## config.mk

```make
export PLATFORM = sky130hd
export DESIGN_NAME = prefetch_queue
export DESIGN_NICKNAME = d
export VERILOG_FILES = /design/src/rtl/prefetch_queue.sv
export SDC_FILE = /design/constraint.sdc
export NUM_CORES = 1
export LEC_CHECK = 0
export ABC_AREA = 1
export CORE_MARGIN = 3
export CORE_UTILIZATION = 45
export DETAILED_ROUTE_END_ITERATION = 12
export GPL_ROUTABILITY_DRIVEN = 0
export PLACE_DENSITY = 0.78
export SLEW_MARGIN = 20
export SYNTH_ARGS = -nofsm -noshare
export SYNTH_HDL_FRONTEND = slang
export SYNTH_SLANG_ARGS = --single-unit
```

## constraint.sdc

```tcl
create_clock -name i_clk -period 4.1 [get_ports i_clk]
set_input_delay 0.41 -clock i_clk [delete_from_list [all_inputs] [get_ports i_clk]]
set_output_delay 0.41 -clock i_clk [all_outputs]
set_load 0.03 [all_outputs]
```

## src/rtl/prefetch_queue.sv

```systemverilog
// Pipelined instruction prefetch: keeps several Wishbone reads in flight and buffers the words in a 2^LGDEPTH queue.
// Define PREFETCH_QUEUE_ABORT_EN to abort in-flight reads on a flush instead of draining them.
module prefetch_queue #(
   parameter int ADDRESS_WIDTH = 32,
   parameter int DATA_WIDTH    = 32,
   parameter int LGDEPTH       = 2
) (
   input  logic                     i_clk,
   input  logic                     i_rst,
   input  logic                     i_new_pc,
   input  logic                     i_clear_cache,
   input  logic                     i_stalled_n,
   input  logic [ADDRESS_WIDTH-1:0] i_pc,
   output logic [DATA_WIDTH-1:0]    o_i,
   output logic [ADDRESS_WIDTH-1:0] o_pc,
   output logic                     o_valid,
   output logic                     o_illegal,
   output logic                     o_wb_cyc,
   output logic                     o_wb_stb,
   output logic                     o_wb_we,
   output logic [ADDRESS_WIDTH-1:0] o_wb_addr,
   output logic [DATA_WIDTH-1:0]    o_wb_data,
   input  logic                     i_wb_ack,
   input  logic                     i_wb_stall,
   input  logic                     i_wb_err,
   input  logic [DATA_WIDTH-1:0]    i_wb_data
);

   localparam int AW    = ADDRESS_WIDTH;
   localparam int DW    = DATA_WIDTH;
   localparam int DEPTH = 1 << LGDEPTH;
   localparam int CW    = LGDEPTH + 1;
   localparam int SW    = LGDEPTH + 2;

`ifdef PREFETCH_QUEUE_ABORT_EN
   localparam bit ABORT_EN = 1'b1;
`else
   localparam bit ABORT_EN = 1'b0;
`endif

   logic [DW-1:0]      q_data [DEPTH];
   logic [DEPTH-1:0]   q_ill;
   logic [LGDEPTH-1:0] rd_ptr, wr_ptr, rd_n, wr_n;
   logic [CW-1:0]      count, outstanding, count_n, outs_n;
   logic [SW-1:0]      sum_n;
   logic [AW-1:0]      head_pc, wb_addr, head_n, addr_n;
   logic               halted, draining, cyc, stb;
   logic               halted_n, draining_n, cyc_n, stb_n;
   logic               flush, accept, resp_ok, err_hit, ack_hit, pop, push, kill;

   always_comb begin
      flush   = i_new_pc || i_clear_cache;
      accept  = stb && !i_wb_stall;
      resp_ok = cyc && (outstanding != '0);
      err_hit = resp_ok && i_wb_err && !halted;
      ack_hit = resp_ok && i_wb_ack && !err_hit;
      pop     = (count != '0) && i_stalled_n;
      // Responses that belong to a flushed fetch stream are consumed but never queued.
      push    = (ack_hit || err_hit) && !draining && !flush;
      kill    = err_hit;

      count_n    = count + CW'(push) - CW'(pop);
      rd_n       = rd_ptr + LGDEPTH'(pop);
      wr_n       = wr_ptr + LGDEPTH'(push);
      outs_n     = err_hit ? '0 : (outstanding + CW'(accept) - CW'(ack_hit));
      head_n     = head_pc + AW'(pop);
      addr_n     = wb_addr + AW'(accept);
      halted_n   = halted || (err_hit && !draining);
      draining_n = draining && (outs_n != '0);

      if (flush) begin
         count_n  = '0;
         rd_n     = '0;
         wr_n     = '0;
         halted_n = 1'b0;
         if (i_new_pc) begin
            head_n = i_pc;
            addr_n = i_pc;
         end else begin
            head_n = head_pc;
            addr_n = head_pc;
         end
         if (ABORT_EN) begin
            if ((outstanding != '0) || accept)
               kill = 1'b1;
            outs_n     = '0;
            draining_n = 1'b0;
         end else begin
            draining_n = (outs_n != '0);
         end
      end

      // Credit: queued words plus reads in flight may never exceed the queue depth.
      sum_n = SW'(count_n) + SW'(outs_n);
      stb_n = !halted_n && !draining_n && !kill && (sum_n < SW'(DEPTH));
      cyc_n = stb_n || (outs_n != '0);
   end

   always_ff @(posedge i_clk) begin
      if (i_rst) begin
         rd_ptr      <= '0;
         wr_ptr      <= '0;
         count       <= '0;
         outstanding <= '0;
         head_pc     <= '0;
         wb_addr     <= '0;
         halted      <= 1'b0;
         draining    <= 1'b0;
         cyc         <= 1'b0;
         stb         <= 1'b0;
      end else begin
         rd_ptr      <= rd_n;
         wr_ptr      <= wr_n;
         count       <= count_n;
         outstanding <= outs_n;
         head_pc     <= head_n;
         wb_addr     <= addr_n;
         halted      <= halted_n;
         draining    <= draining_n;
         cyc         <= cyc_n;
         stb         <= stb_n;
      end
   end

   always_ff @(posedge i_clk) begin
      if (push) begin
         q_data[wr_ptr] <= err_hit ? '0 : i_wb_data;
         q_ill[wr_ptr]  <= err_hit;
      end
   end

   // Head outputs are masked while empty so the unreset storage never leaks out.
   assign o_valid   = (count != '0);
   assign o_i       = o_valid ? q_data[rd_ptr] : '0;
   assign o_illegal = o_valid && q_ill[rd_ptr];
   assign o_pc      = head_pc;
   assign o_wb_cyc  = cyc;
   assign o_wb_stb  = stb;
   assign o_wb_we   = 1'b0;
   assign o_wb_addr = wb_addr;
   assign o_wb_data = '0;

endmodule
```

Yosys cells after proc, flatten, opt, wreduce, memory -nomap -nowiden. Memory sizes are Yosys's and may differ from the RTL's. A register that Yosys moved wholly into a read port is not among the register bits. Index checks and enable logic that the tools add are counted.

Bits in registers: 82. Logic and storage cells: 73. Memories: 1. Bits in writable memories: 128. Input bits: 72.

Muxes and demuxes: 17. Reductions and logical operators: 31. Add/subtract/negate cells: 9. Order comparisons: 4.

Memories: q_data (depth 4, width 32, read ports 1, clocked after Yosys merged registers in 1, wr ports 1, line 41) `logic [DW-1:0] q_data [DEPTH];`.

Operators by type and width (number): two-way mux 32 bit (5); adder 32 x 1 -> 32 bit (2); logical AND 1 bit (16); nonzero test 3 bit (3); zero test 1 bit (7); adder 3 x 1 -> 3 bit (2); < comparator 2 x 3 -> 1 bit, second input constant (2); two-way mux 1 bit (6); two-way mux 3 bit (2); subtractor 3 x 1 -> 3 bit (2); adder 2 x 1 -> 2 bit (2); adder 3 x 3 -> 4 bit (1); bitwise mux 4 bit (1); logical OR 1 bit (4); < comparator 4 x 3 -> 1 bit, second input constant (1); binary-select mux 1 bit (select 2 bit) (1); demux 1 bit (select 2 bit) (1); >= comparator 2 x 1 -> 1 bit, second input constant (1); two-way mux 2 bit (1); OR reduction 2 bit (1).

Depth between registers and ports, before layout.
Word-level depth: 16. Mapped depth: 22. Gate-level depth less buffers: 21.

Worst setup path before layout. OpenSTA, ideal clock, no wires.

Path kind: register to register. Start: reg cyc, in the netlist o_wb_cyc. End: mem q_data[0][0] (netlist name) (enable). Setup slack: 0.239 ns. Arrival: 3.396 ns. Period minus slack after synthesis: 3.861 ns. Required time: 3.635 ns. Cell stages (with the launch flop): 8. Cells stage by stage: dfxtp_1 nand2_1 nor2_1 nand2_1 buf_2 nand2_1 nand2_2 nor3_1.

Cells in the longest elaborated chain, start to end: 10. Elaborated cells between the ends (all ways): 11. Classes of those cells: 2 x mux; 9 x reduce/logical.

RTL lines: from (decl) (line 47) `logic halted, draining, cyc, stb;`; from (signal assigned) (line 120) `cyc <= cyc_n;`; logical AND 1 bit (*) (line 54) `resp_ok = cyc && (outstanding != '0);`; logical AND 1 bit (2 in a row) (line 55) `err_hit = resp_ok && i_wb_err && !halted;`; zero test 1 bit (line 56) `ack_hit = resp_ok && i_wb_ack && !err_hit;`; logical AND 1 bit (line 56); logical OR 1 bit (*) (line 59) `push = (ack_hit || err_hit) && !draining && !flush;`; logical AND 1 bit (*) (2 in a row) (line 59); two-way mux 1 bit (*) (line 126) `if (push) begin`; two-way mux 1 bit (*) (line 127) `q_data[wr_ptr] <= err_hit ? '0 : i_wb_data;`; to (decl) (line 41).

Mark *: on every way between the ends. The rest lies on a longest branch, timed or not.

Worst setup path in the final report.
Start: reg outstanding[1]. End: reg stb, in the netlist o_wb_stb.

Cells in the longest elaborated chain, start to end: 15. Elaborated cells between the ends (all ways): 29. Classes of those cells: 5 x add/sub; 1 x order compare; 4 x mux; 19 x reduce/logical.

RTL lines: from (decl) (line 44) `logic [CW-1:0] count, outstanding, count_n, outs_n;`; from (signal assigned) (line 115) `outstanding <= outs_n;`; nonzero test 3 bit (*) (line 54); logical AND 1 bit (*) (line 54); logical AND 1 bit (2 in a row) (line 55); zero test 1 bit (line 56); logical AND 1 bit (line 56); logical OR 1 bit (*) (line 59); logical AND 1 bit (*) (2 in a row) (line 59); adder 3 x 1 -> 3 bit (*) (line 62) `count_n = count + CW'(push) - CW'(pop);`; subtractor 3 x 1 -> 3 bit (*) (line 62); two-way mux 3 bit (*) (line 71) `if (flush) begin`; named net count_n[2] (line 44); adder 3 x 3 -> 4 bit (*) (line 94) `sum_n = SW'(count_n) + SW'(outs_n);`; < comparator 4 x 3 -> 1 bit (*) (line 95) `stb_n = !halted_n && !draining_n && !kill && (sum_n < SW'(DEPTH));`; logical AND 1 bit (*) (line 95); to (signal assigned) (line 121) `stb <= stb_n;`; to (decl) (line 47).

Mark *: on every way through the listed nets, which the timed path passes. The rest lies on a longest branch. A chain may end at the register's enable or synchronous reset.

==> metrics.yaml <==
outcome: "complete, no violations"
synth_top_area_frac: 0.375
multi_input_area_sq_mm: 0.00427
cap_violations: 0
port_buffers: 171
fp.dieArea_sq_mm: 0.0254
antenna_found_initial: 2
clkSinkCount: 210
setup_viol: 0
cts_buffers: 23
crit_fanout: 7
yosysSeqAreaShare: 0.523
nets: 1555
ctsResizeCount: 0
grt_usage: 0.217
instances_no_fill: 1799
power_w: 0.00541
p_sw_frac: 0.282
h-tree-depth: 1
switchingPower_w: 0.00153
clock_latency_ns: 0.51
report.final.slew_viol_count: 0
final_antenna_net_count: 0
grt_overflow: 0
fmax_mhz: 299
vias_per_cell: 5.19
hold_viol: 0
synth_area_leaders: "edfxtp_1, dfxtp_1, nand2_1"
period_share: 0.816
drc: 0
vdd.ir_drop.worst_uv: 294
setup_tns_ns: 0
clock_power_share: 0.361
synth_cell_type_count: 32
drive_above_1_share: 0.0572
regArea_sq_mm: 0.00553
grt_pass1_wl_mm: 45.0
routedWlPerCell_um: 16.1
synth_ff_type: "edfxtp_1"
power_frac_seq: 0.465
min_path_type: "input pin to flop"
required_ns: 4.53
num_io_pins: 205
grt_max_degree: 85
startpoint_type: "flop"
clockRootBuffer: "clkbuf_16"
p_int_w: 0.00388
critPathKind: "flop to flop"
synth-edff-count: 132
hold_buffers: 0
clk_pin_slew_ns: 0.06
finalClockSkew_ns: 0.0154
clockBufferDepth: 3
rsz0062_at_grt: "false"
die_w_um: 159
first_pass_iters: 7
ys_warn_count: 0
cts_tree: "yes"
core_sq_mm: 0.0228
synth_top_area_cell: "edfxtp_1"
p_leak_nw: 4.93
area_growth_syn_to_layout_pct: 24.4
power_density_mw_per_mm2: 411
synth_area_per_cell_sq_um: 8.06
dp.cells: 1757
yosysMostFrequentCell: "nand2_1"
die_h_um: 159
post_cts_buffers: 0
worst_slew_pin_slew_ns: 0.946
power_frac_comb: 0.174
antennaDiodeCount: 0
synthCells: 1312
fillerInstances: 1970
initial_utilization: 0.463
rows: 55
critPathCaptureType: "flop"
drt-total-wl_mm: 28.9
dp_hpwl_mm: 19.4
drt_iter0_drc: 833
synthTopCellsByCount: "nand2_1, nor2_1, a21oi_1, edfxtp_1, inv_1"
grt_pass1_vias: 8817
maxSlewHeadroom: 0.369
crit_arrival_ns: 3.78
synth_seq_cells: 210
finalCriticalPeriod_ns: 3.35
synthArstFlopShare: 0
vias: 9343
synth_area_sq_mm: 0.0106
[flip-flops by register name, summed over array words and instances, names as in the netlist, 2 cells and up]
| name | cells |
|---|---|
| q_ill | 4 |
| wr_ptr | 2 |
| q_data | 128 |
| o_pc | 32 |
| o_wb_addr | 32 |
| count | 3 |
| outstanding | 3 |
| rd_ptr | 2 |
[metrics by stage]
stage | setup slack (ns) | hold slack (ns) | instance area (sq um) | util
after floorplan | 0.239 | 0.456 | 10700 | -
final | 0.753 | 0.343 | 13200 | 0.576
after detailed placement | 0.425 | 0.498 | 12400 | 0.544
after CTS | 0.760 | 0.334 | 13200 | 0.576
after global routing | 0.335 | 0.408 | 13200 | 0.576
after global placement | 0.464 | 0.498 | 12400 | 0.544
[layout make-up]
class,count,area share
multi-input combinational,932,0.325
sequential,210,0.420
clock buffer,32,0.0479
inverter,117,0.0334
tap,313,0.0298
clock inverter,10,0.00637
timing repair buffer,185,0.138
[logic make-up (layout without fill, tap and decap cells)]
kind of cell / after synthesis / count (layout) / share of synthesized area
XOR/XNOR: 18 / 18 / 0.0149
other: 1 / 33 / 0.000355
AND/OR/NAND/NOR: 621 / 621 / 0.240
flip-flops: 210 / 210 / 0.523
buffers and inverters: 202 / 344 / 0.0868
adder cells (fa/ha/maj): 14 / 14 / 0.0180
AO/OA/AOI/OAI: 246 / 246 / 0.117
[worst max-delay path, cell delays in order (launching register included)]
cell and delay, ns:
dfxtp_1 0.39, nor2_1 0.07, nand2_1 0.09, nand2_1 0.06, nor2_1 0.15, nand2_1 0.19, nand2_1 0.12, nand2_2 0.12
ha_1 0.31, inv_1 0.06, ha_1 0.12, inv_1 0.05, fa_1 0.36, and3_1 0.19, nor3_1 0.17, ha_1 0.26
nor4_1 0.25, nand2_1 0.08, inv_1 0.05, nand2_1 0.06, a21oi_1 0.12
[power by group through the flow]
stage          sequential [W]  combinational [W]  clock [W]
2_1_floorplan         0.00264           0.000516          0
3_3_place_gp          0.00255           0.000915          0
3_5_place_dp          0.00256           0.000941          0
5_1_grt               0.00253            0.00104    0.00208
4_1_cts               0.00251           0.000948    0.00198
6_report              0.00252           0.000944    0.00195
[cell usage in the layout (no fill, tap or decap), types with 5 or more instances in the layout]
cell type	instances
xor2_1	13
dfxtp_1	77
nand3_1	45
clkdlybuf4s50_1	170
ha_1	12
nand2_1	282
clkbuf_1	7
nor2_2	10
edfxtp_1	132
nand4_1	5
a21oi_1	132
nor2_1	253
buf_4	14
clkbuf_16	23
o21ai_0	107
conb_1	33
nand2_2	5
clkinv_2	5
nor2_4	8
xnor2_1	5
inv_1	114
[final timing paths]
path / start / endpoint / slack, ns / cells past startpoint
setup / recovery: outstanding[1]$_SDFF_PP0_ / o_wb_stb$_SDFF_PP0_ / 0.75 / 20
hold / removal: i_rst / draining$_SDFF_PP0_ / 0.34 / 4
setup reg to reg: outstanding[1]$_SDFF_PP0_ / o_wb_stb$_SDFF_PP0_ / 0.75 / 20
hold reg to reg: halted$_SDFF_PP0_ / halted$_SDFF_PP0_ / 0.51 / 2
[layer usage]
| metal | up-vias | track usage | part of all wire |
|---|---|---|---|
| met3 | 68 | 0.0421 | 0.093 |
| li1 | 4519 | - | - |
| met1 | 4289 | 0.285 | 0.41 |
| met5 | - | 0 | 0.00093 |
| met4 | 4 | 0.0844 | 0.037 |
| met2 | 463 | 0.356 | 0.46 |
(Power assumes the default switching activity.)
